### src/rtl/bt_uart_xcvr.sv
// bt_uart_xcvr: full-duplex UART transceiver with an RX FIFO, for the HC-05 link.
// Frame: start, DATA_BITS LSB first, optional even parity, STOP_BITS stop bits.
// Define BT_UART_PARITY_EN to add the even-parity bit on TX and its check on RX.
module bt_uart_xcvr #(
  parameter int CLK_DIV    = 434,
  parameter int DATA_BITS  = 8,
  parameter int STOP_BITS  = 1,
  parameter int FIFO_DEPTH = 8
) (
  input  logic                 clk_in,
  input  logic                 reset,
  input  logic                 rx,
  output logic                 tx,
  input  logic [DATA_BITS-1:0] tx_data,
  input  logic                 enable,
  output logic                 busy,
  output logic                 done,
  output logic [DATA_BITS-1:0] dout,
  output logic                 avail,
  input  logic                 rd,
  output logic                 clk_div,
  output logic                 frame_err,
  output logic                 overrun,
  output logic                 parity_err
);

  localparam int              CW        = $clog2(CLK_DIV);
  localparam int              AW        = $clog2(FIFO_DEPTH);
  localparam logic [CW-1:0]   DIV_LAST  = CW'(CLK_DIV - 1);
  localparam logic [CW-1:0]   HALF_LAST = CW'(CLK_DIV / 2 - 1);
  localparam logic [2:0]      DATA_LAST = 3'(DATA_BITS - 1);
  localparam logic [2:0]      STOP_LAST = 3'(STOP_BITS - 1);

  typedef enum logic [2:0] {
    TX_IDLE, TX_START, TX_DATA, TX_STOP
`ifdef BT_UART_PARITY_EN
    , TX_PARITY
`endif
  } tx_state_t;

  typedef enum logic [2:0] {
    RX_IDLE, RX_START, RX_DATA, RX_STOP
`ifdef BT_UART_PARITY_EN
    , RX_PARITY
`endif
  } rx_state_t;

  // ---------------- transmitter ----------------
  tx_state_t              tx_state, tx_state_n;
  logic [CW-1:0]          tx_cnt, tx_cnt_n;
  logic [2:0]             tx_bit, tx_bit_n;
  logic [DATA_BITS-1:0]   tx_shreg, tx_shreg_n;
  logic                   tx_n, busy_n, done_n;
`ifdef BT_UART_PARITY_EN
  logic                   tx_par, tx_par_n;
`endif

  assign clk_div = (tx_state != TX_IDLE) && (tx_cnt == DIV_LAST);

  // TX state register; tx itself is registered so the pin never glitches
  always_ff @(posedge clk_in) begin
    if (!reset) begin
      tx_state <= TX_IDLE;
      tx_cnt   <= '0;
      tx_bit   <= '0;
      tx_shreg <= '0;
      tx       <= 1'b1;
      busy     <= 1'b0;
      done     <= 1'b0;
`ifdef BT_UART_PARITY_EN
      tx_par   <= 1'b0;
`endif
    end else begin
      tx_state <= tx_state_n;
      tx_cnt   <= tx_cnt_n;
      tx_bit   <= tx_bit_n;
      tx_shreg <= tx_shreg_n;
      tx       <= tx_n;
      busy     <= busy_n;
      done     <= done_n;
`ifdef BT_UART_PARITY_EN
      tx_par   <= tx_par_n;
`endif
    end
  end

  // TX next state; tx_n is the line level belonging to the state being entered
  always_comb begin
    tx_state_n = tx_state;
    tx_cnt_n   = tx_cnt;
    tx_bit_n   = tx_bit;
    tx_shreg_n = tx_shreg;
    tx_n       = tx;
    busy_n     = busy;
    done_n     = 1'b0;
`ifdef BT_UART_PARITY_EN
    tx_par_n   = tx_par;
`endif
    case (tx_state)
      TX_IDLE: begin
        tx_n = 1'b1;
        if (enable && !busy) begin
          tx_state_n = TX_START;
          tx_cnt_n   = '0;
          tx_bit_n   = '0;
          tx_shreg_n = tx_data;
          tx_n       = 1'b0;
          busy_n     = 1'b1;
`ifdef BT_UART_PARITY_EN
          tx_par_n   = ^tx_data;
`endif
        end
      end
      default: begin
        if (tx_cnt == DIV_LAST) begin
          tx_cnt_n = '0;
          case (tx_state)
            TX_START: begin
              tx_state_n = TX_DATA;
              tx_bit_n   = '0;
              tx_n       = tx_shreg[0];
            end
            TX_DATA: begin
              if (tx_bit == DATA_LAST) begin
                tx_bit_n = '0;
`ifdef BT_UART_PARITY_EN
                tx_state_n = TX_PARITY;
                tx_n       = tx_par;
`else
                tx_state_n = TX_STOP;
                tx_n       = 1'b1;
`endif
              end else begin
                tx_bit_n   = tx_bit + 3'd1;
                tx_shreg_n = tx_shreg >> 1;
                tx_n       = tx_shreg[1];
              end
            end
`ifdef BT_UART_PARITY_EN
            TX_PARITY: begin
              tx_state_n = TX_STOP;
              tx_n       = 1'b1;
            end
`endif
            TX_STOP: begin
              if (tx_bit == STOP_LAST) begin
                tx_state_n = TX_IDLE;
                tx_bit_n   = '0;
                busy_n     = 1'b0;
                done_n     = 1'b1;
                tx_n       = 1'b1;
              end else begin
                tx_bit_n = tx_bit + 3'd1;
              end
            end
            default: begin
              tx_state_n = TX_IDLE;
              tx_n       = 1'b1;
            end
          endcase
        end else begin
          tx_cnt_n = tx_cnt + 1'b1;
        end
      end
    endcase
  end

  // ---------------- receiver ----------------
  rx_state_t              rx_state, rx_state_n;
  logic [CW-1:0]          rx_cnt, rx_cnt_n;
  logic [2:0]             rx_bit, rx_bit_n;
  logic [DATA_BITS-1:0]   rx_shreg, rx_shreg_n;
  logic                   rx_s1, rx_s2, rx_prev;
  logic                   push;
`ifdef BT_UART_PARITY_EN
  logic                   rx_par, rx_par_n;
`else
  assign parity_err = 1'b0;
`endif

  // RX synchroniser, edge-detect history and state register
  always_ff @(posedge clk_in) begin
    if (!reset) begin
      rx_s1    <= 1'b1;
      rx_s2    <= 1'b1;
      rx_prev  <= 1'b1;
      rx_state <= RX_IDLE;
      rx_cnt   <= '0;
      rx_bit   <= '0;
      rx_shreg <= '0;
`ifdef BT_UART_PARITY_EN
      rx_par   <= 1'b0;
`endif
    end else begin
      rx_s1    <= rx;
      rx_s2    <= rx_s1;
      rx_prev  <= rx_s2;
      rx_state <= rx_state_n;
      rx_cnt   <= rx_cnt_n;
      rx_bit   <= rx_bit_n;
      rx_shreg <= rx_shreg_n;
`ifdef BT_UART_PARITY_EN
      rx_par   <= rx_par_n;
`endif
    end
  end

  // RX next state; returns to idle right after the mid-bit stop sample
  always_comb begin
    rx_state_n = rx_state;
    rx_cnt_n   = rx_cnt;
    rx_bit_n   = rx_bit;
    rx_shreg_n = rx_shreg;
    push       = 1'b0;
    frame_err  = 1'b0;
`ifdef BT_UART_PARITY_EN
    rx_par_n   = rx_par;
    parity_err = 1'b0;
`endif
    case (rx_state)
      RX_IDLE: begin
        rx_cnt_n = '0;
        if (rx_prev && !rx_s2) rx_state_n = RX_START;
      end
      RX_START: begin
        if (rx_cnt == HALF_LAST) begin
          rx_cnt_n   = '0;
          rx_bit_n   = '0;
          rx_state_n = rx_s2 ? RX_IDLE : RX_DATA;
        end else begin
          rx_cnt_n = rx_cnt + 1'b1;
        end
      end
      default: begin
        if (rx_cnt == DIV_LAST) begin
          rx_cnt_n = '0;
          case (rx_state)
            RX_DATA: begin
              rx_shreg_n = {rx_s2, rx_shreg[DATA_BITS-1:1]};
              if (rx_bit == DATA_LAST) begin
`ifdef BT_UART_PARITY_EN
                rx_state_n = RX_PARITY;
`else
                rx_state_n = RX_STOP;
`endif
              end else begin
                rx_bit_n = rx_bit + 3'd1;
              end
            end
`ifdef BT_UART_PARITY_EN
            RX_PARITY: begin
              rx_par_n   = rx_s2;
              rx_state_n = RX_STOP;
            end
`endif
            RX_STOP: begin
              rx_state_n = RX_IDLE;
              if (!rx_s2) begin
                frame_err = 1'b1;
`ifdef BT_UART_PARITY_EN
              end else if ((^rx_shreg) ^ rx_par) begin
                parity_err = 1'b1;
`endif
              end else begin
                push = 1'b1;
              end
            end
            default: rx_state_n = RX_IDLE;
          endcase
        end else begin
          rx_cnt_n = rx_cnt + 1'b1;
        end
      end
    endcase
  end

  // ---------------- RX FIFO ----------------
  logic [DATA_BITS-1:0] mem [FIFO_DEPTH];
  logic [AW:0]          wr_ptr, rd_ptr;
  logic                 empty, full, pop, wr_en;

  assign empty   = (wr_ptr == rd_ptr);
  assign full    = (wr_ptr[AW] != rd_ptr[AW]) && (wr_ptr[AW-1:0] == rd_ptr[AW-1:0]);
  assign avail   = !empty;
  assign pop     = rd && !empty;
  // a pop on the same cycle frees the slot, so a full FIFO still accepts
  assign wr_en   = push && (!full || pop);
  assign overrun = push && full && !pop;
  assign dout    = avail ? mem[rd_ptr[AW-1:0]] : '0;

  // FIFO pointers
  always_ff @(posedge clk_in) begin
    if (!reset) begin
      wr_ptr <= '0;
      rd_ptr <= '0;
    end else begin
      if (wr_en) wr_ptr <= wr_ptr + 1'b1;
      if (pop)   rd_ptr <= rd_ptr + 1'b1;
    end
  end

  // FIFO storage; not reset because dout is masked while empty
  always_ff @(posedge clk_in) begin
    if (wr_en) mem[wr_ptr[AW-1:0]] <= rx_shreg;
  end

endmodule

### config.mk
export PLATFORM = sky130hd
export DESIGN_NAME = bt_uart_xcvr
export DESIGN_NICKNAME = d
export VERILOG_FILES = /design/src/rtl/bt_uart_xcvr.sv
export SDC_FILE = /design/constraint.sdc
export NUM_CORES = 1
export LEC_CHECK = 0
export ABC_AREA = 1
export BUFFER_PORTS_ARGS = -buffer_cell sky130_fd_sc_hd__buf_2
export CAP_MARGIN = 30
export CELL_PAD_IN_SITES_DETAIL_PLACEMENT = 1
export CELL_PAD_IN_SITES_GLOBAL_PLACEMENT = 2
export CORE_ASPECT_RATIO = 0.6
export CORE_MARGIN = 2
export CORE_UTILIZATION = 38
export DETAILED_ROUTE_END_ITERATION = 10
export PLACE_DENSITY_LB_ADDON = 0.1
export SLEW_MARGIN = 20
export SYNTH_ARGS = -nofsm -noshare
export SYNTH_HDL_FRONTEND = slang
export SYNTH_SLANG_ARGS = --single-unit
export TNS_END_PERCENT = 50
### constraint.sdc
create_clock -name clk_in -period 3.2 [get_ports clk_in]
set_input_delay 0.64 -clock clk_in [delete_from_list [all_inputs] [get_ports clk_in]]
set_output_delay 0.64 -clock clk_in [all_outputs]
set_load 0.02 [all_outputs]
-- After elaboration in Yosys (flattened, before gate mapping)
Memory sizes are Yosys's and may differ from the RTL's. A register that Yosys moved wholly into a read port is not among the register bits.
Cells that the tools add are included.
- muxes and demuxes: 60
- bitwise gates (word level): 5
- multiply operators: 0
- add/sub/neg operators: 6
- div/mod/pow operators: 0
- shift-type cells: 0
- $lt $le $gt $ge: 0
- eq/ne operators: 22
- reductions and logical operators: 36
- operator list (operator ; count):
    3-bit 2-to-1 mux ; 21
    8-bit 2-to-1 mux ; 6
    9-bit 2-to-1 mux ; 5
    1-bit 2-to-1 mux ; 21
    9-bit by 1-bit adder with 9-bit output (second input constant) ; 2
    9-bit == test (second input constant) ; 2
    3-bit one-hot mux with 3 select lines ; 2
    9-bit one-hot mux with 2 select lines ; 1
    4-bit AND reduction ; 4
    3-bit by 2-bit == test with 1-bit output (second input constant) ; 4
    3-bit one-hot mux with 2 select lines ; 2
    2-bit nonzero test ; 6
    9-bit by 8-bit == test with 1-bit output (second input constant) ; 1
    3-bit zero test ; 3
    4-bit by 1-bit adder with 4-bit output (second input constant) ; 2
    1-bit logical AND ; 8
    3-bit by 1-bit adder with 3-bit output (second input constant) ; 2
    3-bit by 1-bit == test with 1-bit output (second input constant) ; 2
    3-bit == test (second input constant) ; 2
    2-bit inequality test (second input constant) ; 3
    3-bit inequality test (second input constant) ; 2
    3-bit AND reduction ; 2
    3-bit nonzero test ; 2
    1-bit zero test ; 5
    14 further kinds ; 19
- bits in registers: 60
- input bits: 13
- bits in latches: 0
- ROM bits: 0
- memories kept: 1
- bits in writable memories: 64
- output and inout port bits: 16
- memory list (memory ; words ; bits a word ; rd ports ; clocked after Yosys merged registers in ; wr ports ; line ; source):
    mem ; 8 ; 8 ; 1 ; 1 ; 1 ; 278 ; logic [DATA_BITS-1:0] mem [FIFO_DEPTH];

-- Depth between registers and ports, before layout
- depth after elaboration: 7
- depth in mapped cells: 11
- gate-level depth less buffers: 11

-- Worst setup path before layout
No wires, ideal clock.
- kind: register to register
- from: register rx_state[1]
- to: memory mem[1][0], enable pin
- cell stages (with the launch flop): 10
- data arrival time: 1.930 ns
- slack: 0.887 ns
- period minus slack after synthesis: 2.313 ns
- path through: dfxtp_1 > inv_1 > ha_1 > inv_1 > nand2_1 > inv_1 > nand3_2 > nor2_4 > nand3_2 > nor3_1
- word-level cells in the longest chain between the ends: 7
- elaborated cells between the ends (all ways): 10
- ends and longest elaborated chain (what ; line ; source):
    start, declared ; 169 ; rx_state_t rx_state, rx_state_n;
    start signal, assigned ; 198 ; rx_state <= rx_state_n;
    3-bit by 2-bit == test with 1-bit output ; 237 ; case (rx_state)
    1-bit 2-to-1 mux ; 237 ;
    1-bit 2-to-1 mux ; 235 ; if (rx_cnt == DIV_LAST) begin
    1-bit 2-to-1 mux * ; 220 ; case (rx_state)
    1-bit logical AND * ; 287 ; assign wr_en = push && (!full || pop);
    1-bit 2-to-1 mux * ; 304 ; if (wr_en) mem[wr_ptr[AW-1:0]] <= rx_shreg;
    1-bit 2-to-1 mux (implied by the code) * ; 304 ;
    end, declared ; 278 ;
Mark *: on every way between the ends. The rest lies on a longest branch, timed or not.

-- Final worst setup path
- from: register rx_state[1]
- to: output port overrun
- word-level cells in the longest chain between the ends: 6
- elaborated cells between the ends (all ways): 9
- ends and longest elaborated chain (what ; line ; source):
    3-bit by 2-bit == test with 1-bit output ; 237 ;
    1-bit 2-to-1 mux ; 237 ;
    1-bit 2-to-1 mux ; 235 ;
    1-bit 2-to-1 mux * ; 220 ;
    1-bit logical AND * (2 in a row) ; 288 ; assign overrun = push && full && !pop;
    end, declared ; 23 ; output logic overrun,
Marks and branches as above.

==> flow_summary_export.csv <==
group,metric,value,unit
grt,grt_start_max_net_pins,33,
final_layout,syn2layout_area_growth,16.6,%
sta,period_needed,2.86,ns
drt,wl,14900,um
final_layout,final_core_util,46.0,%
outcome,outcome,"completed",
power_and_ir_drop,powerDensity,689,mW/mm^2
clocking,clkSlewWorstSetupHoldPaths,0.07,ns
setup_path,arrival,2.22,ns
sta,fmaxAchievable,350,MHz
clocking,cts_buffers,17,
setup_path,cp-end-kind,"output pin",
synthesis,synth_largest_type_area_fraction,33.1,%
sta,holdWs,0.424,ns
setup_path,required,2.56,ns
job,cap_violations,0,
sta,hold_viol,0,
synthesis,yosys.area_share.xor_xnor,1.36,%
synthesis,synth_compound_area_share,10.0,%
synthesis,synthMuxAreaShare,0,%
sta,skew,0.0181,ns
setup_path,startpoint_type,"flop",
clocking,post_cts_buffers,0,
final_layout,fillers,1762,
synthesis,syn-mean-instance-area,8.60,um^2
place,numPortBuffers,27,
floorplanning,die_w,164,um
place,place_congestion,0.774,
power_and_ir_drop,ir_drop,0.360,mV
power_and_ir_drop,pwr-share-clk,41.8,%
setup_path,crit_type,"flop to output pin",
drt,post_drt_wl_per_cell,16.2,um
final_layout,drive_gt1_share,13.3,%
synthesis,synth_top_family_by_area,"simple AND/OR/NAND/NOR gates",
sta,setup_violations,0,
clocking,cts_sinks,125,
power_and_ir_drop,swShare,32.5,%
synthesis,yosysWarnings,0,
power_and_ir_drop,p_leak,0.00290,uW
sta,max_slew.worst_pin.slew,0.798,ns
place,dp_hpwl,10300,um
drt,viasPerCell,4.94,
power_and_ir_drop,internal_power,3150,uW
clocking,h-tree-depth,4,
floorplanning,die-area,0.0163,mm^2
grt,overflow,0,
grt,grt_pass1_wl,24800,um
power_and_ir_drop,comb_power_share,19.3,%
synthesis,synth-simple-area-share,23.6,%
power_and_ir_drop,total_power,4670,uW
drt,num_vias,4552,
clocking,post_cts_resized,0,
setup_path,crit_path_max_fanout,8,
setup_path,cp-startpoint,"rx_state[1]$_SDFFE_PN0P_",
drt,postRouteAntennaNets,0,
sta,maxSlewViolCount,0,
floorplanning,ios,29,
synthesis,ys_top_cells_by_area,"edfxtp_1, dfxtp_1, nor2_1",
synthesis,synth_top_area_cell,"edfxtp_1",
grt,grt_pass1_vias,4890,
synthesis,yosysUniqueCellTypes,33,
synthesis,synth_fa_ha_area_share,4.74,%
floorplanning,initial_core_util,39.4,%
final_layout,antennaDiodeCount,0,
setup_path,reg2reg_from,"rx_state[1]$_SDFFE_PN0P_",
power_and_ir_drop,switching_power,1520,uW
drt,drc_errors,0,
sta,rsz0062_at_grt,"false",
floorplanning,die_y,99.7,um
clocking,clockBufferDepth,2,
synthesis,ys_ff_latch,125,
sta,max_slew_margin,46.7,%
clocking,cts_root_buf,"clkbuf_16",
hold_path,min_from,"rx",
sta,timing.final.crit_share,89.3,%
hold_path,hold_path.class,"primary input to flop",
clocking,insertion_delay,0.41,ns
final_layout,final_cell_count_no_fill,922,
sta,setup_tns,0,ns
clocking,holdBufCountCts,0,
synthesis,ys_seq_area_share,54.1,%
drt,drt_iter0_markers,196,
clocking,tritoncts,"yes",
floorplanning,core,0.0147,mm^2
floorplanning,num_rows,34,
synthesis,synthesis.area,0.00580,mm^2
final_layout,layout.nets,746,
power_and_ir_drop,sequentialPowerShare,38.9,%
grt,grt_use_total,19.7,%
grt,antenna_found_initial,0,
synthesis,netlist_instances,675,
place,placedCellCount,890,
drt,drt_pass1_iterations,4,
synthesis,synth_nets,710,
-- kinds of logic (layout without fill, tap and decap cells) --
group,Yosys count,in the layout
buf+inv,87,136
fa+ha+maj,22,22
xor+xnor,9,9
compound gates,113,113
flops,125,125
other cells,1,1
simple gates,318,318
-- critical path, cell delays in order, from the launching register on --
cell	delay (ns)
dfxtp_1	0.38
inv_1	0.09
ha_1	0.22
inv_1	0.20
nand2_1	0.13
inv_1	0.09
nand3_2	0.16
nor3_1	0.33
buf_2	0.23
-- registers in the layout, summed over array words and instances (netlist names), named ones only --
register	flops
mem	64
rx_cnt	9
tx_cnt	9
rx_shreg	8
tx_shreg	8
rd_ptr	4
wr_ptr	4
rx_bit	3
tx_bit	3
rx_state	2
tx_state	2
busy	1
done	1
rx_prev	1
rx_s1	1
rx_s2	1
tx	1
-- power groups by stage --
stage | Sequential [uW] | Clock [uW] | Combinational, uW
after detailed placement | 1850 | 0 | 898
after CTS | 1820 | 1990 | 913
final | 1810 | 1950 | 901
after global routing | 1830 | 2060 | 1050
after floorplan | 1840 | 0 | 685
after global placement | 1840 | 0 | 862
-- cells in the final DEF, fill, tap and decap left out, drive strengths merged --
cell    Yosys  final
nor2      140    140
nand2     122    122
o21ai      82     82
inv        65     75
edfxtp     64     64
dfxtp      61     61
buf        10     39
nand3      31     31
a21oi      28     28
ha         22     22
clkbuf     12     17
nor3       12     12
nand4      10     10
xor2        7      7
clkinv      0      4
xnor2       2      2
or2         2      2
o22ai       1      1
o21bai      1      1
nor4        1      1
a21boi      1      1
conb        1      1
bufinv      0      1
-- final timing paths --
kind	to	slack, ns	depth (start not counted)
setup / recovery	overrun	0.34	8
hold / removal	rx_s1$_SDFF_PN1_	0.42	2
hold reg to reg	rx_s2$_SDFF_PN1_	0.44	1
setup reg to reg	mem[7][0]$_DFFE_PP_	0.78	9
-- routing by layer --
metal | wire length (um) | global-route usage [%]
met1 | 7880 | 28.1
met2 | 6560 | 30.0
met3 | 347 | 4.00
met4 | 153 | 6.61
met5 | 0 | 0
-- metrics by stage --
| stage | setup WS [ns] | cell area (um^2) |
|---|---|---|
| CTS | 0.310 | 6770 |
| detailed placement | 0.768 | 6170 |
| global route | 0.130 | 6770 |
| global placement | 0.842 | 6170 |
| floorplan | 0.887 | 5800 |
| finish | 0.341 | 6770 |
-- area by class of cell --
class | instances | area (um^2) | area share (%)
Sequential cell | 125 | 3140 | 46.4
Multi-Input combinational cell | 463 | 2310 | 34.1
Timing Repair Buffer | 39 | 225 | 3.33
Clock buffer | 17 | 425 | 6.28
Clock inverter | 15 | 173 | 2.55
Tap cell | 198 | 248 | 3.66
Inverter | 65 | 244 | 3.60
-- synth_stat cells --
library cell and count:
a21boi_0 1, a21oi_1 27, a21oi_4 1, buf_1 2, buf_2 4, buf_4 3
buf_6 1, clkbuf_1 12, conb_1 1, dfxtp_1 61, edfxtp_1 64, ha_1 22
inv_1 61, inv_2 4, nand2_1 116, nand2_2 5, nand2_4 1, nand3_1 25
nand3_2 4, nand3_4 2, nand4_1 10, nor2_1 134, nor2_2 4, nor2_4 2
nor3_1 12, nor4_1 1, o21ai_0 79, o21ai_1 3, o21bai_1 1, o22ai_1 1
or2_2 2, xnor2_1 2, xor2_1 7
No activity file was read; power rests on OpenSTA's default activity.
